`config.mk`:
```
export PLATFORM = sky130hd
export DESIGN_NAME = wb_scoreboard
export DESIGN_NICKNAME = d
export VERILOG_FILES = /design/src/rtl/wb_scoreboard.sv
export SDC_FILE = /design/constraint.sdc
export NUM_CORES = 1
export LEC_CHECK = 0
export CAP_MARGIN = 25
export CORE_MARGIN = 2
export CORE_UTILIZATION = 30
export DETAILED_ROUTE_END_ITERATION = 16
export PLACE_DENSITY = 0.55
export SLEW_MARGIN = 20
export SYNTH_ARGS = -nofsm -noshare
export SYNTH_HDL_FRONTEND = slang
export SYNTH_SLANG_ARGS = --single-unit
```
`constraint.sdc`:
```
create_clock -name clk -period 4 [get_ports clk]
set_input_delay 0.4 -clock clk [delete_from_list [all_inputs] [get_ports clk]]
set_output_delay 0.4 -clock clk [all_outputs]
set_load 0.05 [all_outputs]
```
`src/rtl/wb_scoreboard.sv`:
```
`default_nettype none
// ============================================================================
//  Module   : wb_scoreboard
//  Purpose  : Round-robin write-back scheduler for ALU/MEM/FPU results plus a
//             per-register pending scoreboard that stalls issue on RAW/WAW.
//  Revision : 1.0  initial release
// ============================================================================
module wb_scoreboard #(
  parameter int NPROD = 3
) (
  input  logic                clk,
  input  logic                rst,
  input  logic                iss_valid,
  input  logic [1:0]          iss_regwrite,
  input  logic [4:0]          iss_dst,
  input  logic [1:0]          iss_s_file,
  input  logic [1:0]          iss_t_file,
  input  logic [4:0]          iss_s_idx,
  input  logic [4:0]          iss_t_idx,
  output logic                iss_ready,
  input  logic [NPROD-1:0]    p_valid,
  output logic [NPROD-1:0]    p_ready,
  input  logic [2*NPROD-1:0]  p_regwrite,
  input  logic [5*NPROD-1:0]  p_dst,
  input  logic [32*NPROD-1:0] p_data,
  output logic [1:0]          wb_regwrite,
  output logic [4:0]          wb_dst,
  output logic [31:0]         wb_data,
  output logic [31:0]         gpr_pending,
  output logic [31:0]         fpr_pending,
  output logic                idle
);

  localparam int                 C_PTR_W    = (NPROD > 1) ? $clog2(NPROD) : 1;
  localparam logic [1:0]         C_RW_GPR   = 2'b01;
  localparam logic [1:0]         C_RW_FPR   = 2'b10;
  localparam logic [C_PTR_W-1:0] C_LAST_RST = C_PTR_W'(NPROD - 1);

  logic [31:0]        r_gpr;
  logic [31:0]        r_fpr;
  logic [1:0]         r_wb_rw;
  logic [4:0]         r_wb_dst;
  logic [31:0]        r_wb_data;
  logic [C_PTR_W-1:0] r_last;

  logic               w_s_haz;
  logic               w_t_haz;
  logic               w_d_haz;
  logic               w_issue;
  logic [C_PTR_W-1:0] w_cand;
  logic [C_PTR_W-1:0] w_gnt_idx;
  logic               w_gnt_any;
  logic [NPROD-1:0]   w_grant;
  logic [1:0]         w_gnt_rw;
  logic [4:0]         w_gnt_dst;
  logic [31:0]        w_gnt_data;
  logic [31:0]        w_gpr_set;
  logic [31:0]        w_gpr_clr;
  logic [31:0]        w_fpr_set;
  logic [31:0]        w_fpr_clr;

  function automatic logic pend_hit(input logic [1:0]  file,
                                    input logic [4:0]  idx,
                                    input logic [31:0] gpr,
                                    input logic [31:0] fpr);
    case (file)
      C_RW_GPR: pend_hit = gpr[idx];
      C_RW_FPR: pend_hit = fpr[idx];
      default:  pend_hit = 1'b0;
    endcase
  endfunction

  // Hazards look only at registered pending bits: no same-cycle bypass.
  assign w_s_haz   = pend_hit(iss_s_file,   iss_s_idx, r_gpr, r_fpr);
  assign w_t_haz   = pend_hit(iss_t_file,   iss_t_idx, r_gpr, r_fpr);
  assign w_d_haz   = pend_hit(iss_regwrite, iss_dst,   r_gpr, r_fpr);
  assign iss_ready = ~(w_s_haz | w_t_haz | w_d_haz);
  assign w_issue   = iss_valid & iss_ready;

  // Search starts one past the last winner, wrapping modulo NPROD.
  always_comb begin
    w_cand    = '0;
    w_gnt_idx = '0;
    w_gnt_any = 1'b0;
    w_grant   = '0;
    for (int k = 1; k <= NPROD; k++) begin
      w_cand = C_PTR_W'((int'(r_last) + k) % NPROD);
      if (!w_gnt_any && p_valid[w_cand]) begin
        w_gnt_any = 1'b1;
        w_gnt_idx = w_cand;
      end
    end
    if (w_gnt_any) begin
      w_grant[w_gnt_idx] = 1'b1;
    end
  end

  assign p_ready    = rst ? '0 : w_grant;
  assign w_gnt_rw   = p_regwrite[int'(w_gnt_idx)*2 +: 2];
  assign w_gnt_dst  = p_dst[int'(w_gnt_idx)*5 +: 5];
  assign w_gnt_data = p_data[int'(w_gnt_idx)*32 +: 32];

  assign w_gpr_set = (w_issue && iss_regwrite == C_RW_GPR) ? (32'd1 << iss_dst)  : 32'd0;
  assign w_fpr_set = (w_issue && iss_regwrite == C_RW_FPR) ? (32'd1 << iss_dst)  : 32'd0;
  assign w_gpr_clr = (r_wb_rw == C_RW_GPR)                 ? (32'd1 << r_wb_dst) : 32'd0;
  assign w_fpr_clr = (r_wb_rw == C_RW_FPR)                 ? (32'd1 << r_wb_dst) : 32'd0;

  always_ff @(posedge clk) begin
    if (rst) begin
      r_gpr     <= '0;
      r_fpr     <= '0;
      r_wb_rw   <= 2'b00;
      r_wb_dst  <= '0;
      r_wb_data <= '0;
      r_last    <= C_LAST_RST;
    end else begin
      // Set is applied after clear so it wins on a same-bit collision.
      r_gpr <= (r_gpr & ~w_gpr_clr) | w_gpr_set;
      r_fpr <= (r_fpr & ~w_fpr_clr) | w_fpr_set;
      if (w_gnt_any) begin
        r_wb_rw   <= (w_gnt_rw == C_RW_GPR || w_gnt_rw == C_RW_FPR) ? w_gnt_rw : 2'b00;
        r_wb_dst  <= w_gnt_dst;
        r_wb_data <= w_gnt_data;
        r_last    <= w_gnt_idx;
      end else begin
        r_wb_rw   <= 2'b00;
      end
    end
  end

  a_no_set_clr_collision: assert property (@(posedge clk) disable iff (rst)
    ((w_gpr_set & w_gpr_clr) == 32'd0) && ((w_fpr_set & w_fpr_clr) == 32'd0));

  assign wb_regwrite = r_wb_rw;
  assign wb_dst      = r_wb_dst;
  assign wb_data     = r_wb_data;
  assign gpr_pending = r_gpr;
  assign fpr_pending = r_fpr;
  assign idle        = (r_gpr == 32'd0) && (r_fpr == 32'd0) && (r_wb_rw == 2'b00);

endmodule
`default_nettype wire

```
==> metrics.yaml <==
power:
  peakVddDrop_uv: 526.2
  p_leak_nw: 3.636
  p_per_area_nw_per_um2: 418.5
timing:
  fin_crit_ps: 3741
  maxSlewViolCount: 0
  setup_viol: 0
  grt_setup_unrepaired: "no"
  worst_pin_slew_ps: 1012
  hold_viol_final: 0
  setup_tns_ps: 0
  finClkSkew_ps: 10.65
  hold_ws_ps: 483.4
  maxSlewHeadroom_pct: 32.51
  max_freq_ghz: 0.2673
  final.period_utilization_pct: 93.53
routing:
  met3_length_um: 2640
  route.met2.wl_um: 14820
  drt_iter0_drc: 504
  routed_via_density: 5.885
  wl_um: 30610
  drcViolationCount: 0
  dr.pass1.iters: 5
  met1_length_um: 12170
  wl_per_cell_um: 23.47
  ant_nets: 0
  top_layer: "met4"
  num_vias: 7674
finish:
  fillers: 2379
  design_area_um2: 10430
  fin_nets: 1132
  mostFrequentLayoutCell: "clkdlybuf4s50_1"
  area_delta_synth_final_pct: 43.44
  num_antenna_cells: 0
  drive_gt1_share_pct: 16.35
  final_cell_mix: "247 x clkdlybuf4s50_1, 113 x nand3_1, 105 x dfxtp_1"
cts:
  clk_pin_slew_ps: 70
  ctsHtreeMaxLevel: 3
  clk-insertion-delay-late_ps: 360
  cts_made_buffers: 9
  cts_max_path_buffers: 2
  postCtsHoldBufs: 0
  cts_sinks: 105
  cts_tree: "yes"
  cts-root-buf: "clkbuf_16"
placement:
  dp_hpwl_um: 23480
  io_buffers: 251
  finalWeightedCongestion: 0.8538
  placed_area_um2: 10120
critical_path:
  worstSetupPathType: "in -> out"
  crit_family: "buffers and inverters"
  worst_ep_required_time_ps: 3600
  startpoint_type: "input pin"
  crit_arrival_ps: 3340
  reg2regPathDepth: 7
  cp_max_fo: 13
  crit_chain: "clkdlybuf4s50_1 -> buf_4 -> mux4_2 -> o32ai_1 -> a32oi_1 -> o311ai_1 -> o211ai_1 -> nor3b_2 -> buf_4 -> buf_12"
  critPathMaxStageDelay_ps: 870
  cpMaxStageDelayCell: "clkdlybuf4s50_1"
  r2r-start: "gpr_pending[3]"
  critPathLaunch: "iss_dst[1]"
  critPathMostFrequentCell: "buf_4"
  path_depth: 10
  crit_path_end_kind: "primary output"
  path_buf_inv: 4
logic_synthesis:
  syn_nets: 916
  synth_cells: 764
  synthXorXnorAreaFrac_pct: 0
  syn_avg_cell_area_um2: 9.515
  synth_seq_cells: 105
  synth_compound_area_share_pct: 25.23
  synth_edf_count: 0
  synth_ff_type: "dfxtp_1"
  yosysSeqAreaShare_pct: 28.92
  synth_cell_types: 59
  yosysWarningCount: 0
  synth_top_family_by_area: "compound AO/OA/AOI/OAI gates"
  syn_area_um2: 7269
  synth-adder-area-share_pct: 1.652
  muxShareOfSynthArea_pct: 17.49
  synth-simple-area-share_pct: 20.43
  async_reset_ff_share_pct: 0
global_routing:
  grt_pass1_wl_um: 46400
  grt_pass1_vias: 7654
  grt_max_degree: 65
  grt_overflow_total: 0
  antenna_found_initial: 0
  grt_use_total_pct: 23.50
min_path:
  hold_depth: 2
  hold_path_class: "reg -> reg"
  min_from: "wb_data[1]"
floorplanning:
  top_level_ports: 252
  core_um2: 23610
  die_w_um: 159.7
  start_util_pct: 30.79
  dieArea_um2: 25490
  placementRows: 56
  fp.dieH_um: 159.7
outcome:
  run_status: "completed"
flow_run:
  max_cap_viol_count: 0
## cells by family after synthesis
group                      after synthesis
AOI/OAI and AO/OA                      192
DFF                                    105
and+or+nand+nor                        294
buffers and inverters                   91
adders and majority gates               10
muxes                                   72
## metrics by stage
step,total power (W),std cells,setup slack (ps),utilization (%)
after detailed placement,0.003451,1288,97.54,42.85
final,0.004364,1304,258.6,44.16
after global placement,0.003446,1287,151.9,42.80
after CTS,0.004398,1304,91.59,44.14
after floorplan,0.002617,764,275.7,-
after global routing,0.004537,1304,102.1,44.16
## registers in the layout (all words and copies together), names as in the netlist
| name | count |
|---|---|
| wb_regwrite | 2 |
| wb_data | 32 |
| fpr_pending | 32 |
| r_last | 2 |
| wb_dst | 5 |
| gpr_pending | 32 |
## area by class of cell
class | instances | area [µm²] | share of cell area, %
Multi-Input combinational cell | 568 | 4735 | 45.40
Timing Repair Buffer | 281 | 2830 | 27.14
Sequential cell | 105 | 2102 | 20.16
Tap cell | 319 | 399.1 | 3.828
Clock buffer | 10 | 239.0 | 2.292
Clock inverter | 6 | 66.31 | 0.6359
Inverter | 15 | 56.30 | 0.5400
## worst paths after layout
path                                        to  slack (ps)
worst max register to register  fpr_pending[4]         930
worst min-delay path                wb_data[1]         480
worst min register to register      wb_data[1]         480
worst max-delay path                 iss_ready         260
## report_power, final
part	internal, W	switching, W
logic	0.000775	0.00122
clock network	0.000505	0.000435
registers	0.00121	0.000213
## worst reg2reg max path, delay by kind of cell, from the launching register on
kind                   cells  cell delay [ps]
and+or+nand+nor            1              550
muxes                      2              460
DFF                        1              570
buffers and inverters      1              810
AOI/OAI and AO/OA          3              520
## what timing repair did
| item | CTS | global route |
|---|---|---|
| buffers inserted | 0 | 0 |
| gates resized for setup | 0 | 1 |
| setup endpoints to repair | 0 | 1 |
| hold endpoints to repair | 0 | 0 |
## per-layer routing
metal | vias up | GRT usage, %
met5 | - | 0
met4 | 0 | 9.256
li1 | 3465 | -
met3 | 51 | 5.558
met2 | 416 | 40.42
met1 | 3742 | 28.34
## synth_stat cells (19+ instances only)
cell	number	area (µm²)
a221o_1	37	370.4
a22o_1	35	306.5
buf_2	23	115.1
clkbuf_1	35	131.4
dfxtp_1	105	2102
mux2i_1	19	190.2
mux4_2	43	968.4
nand2_1	70	262.8
nand3_1	113	565.5
nor2_1	24	90.09
nor4_1	19	118.9
o211ai_1	21	157.7
o31ai_2	49	613.1
Power figures use the tool's default switching activity.
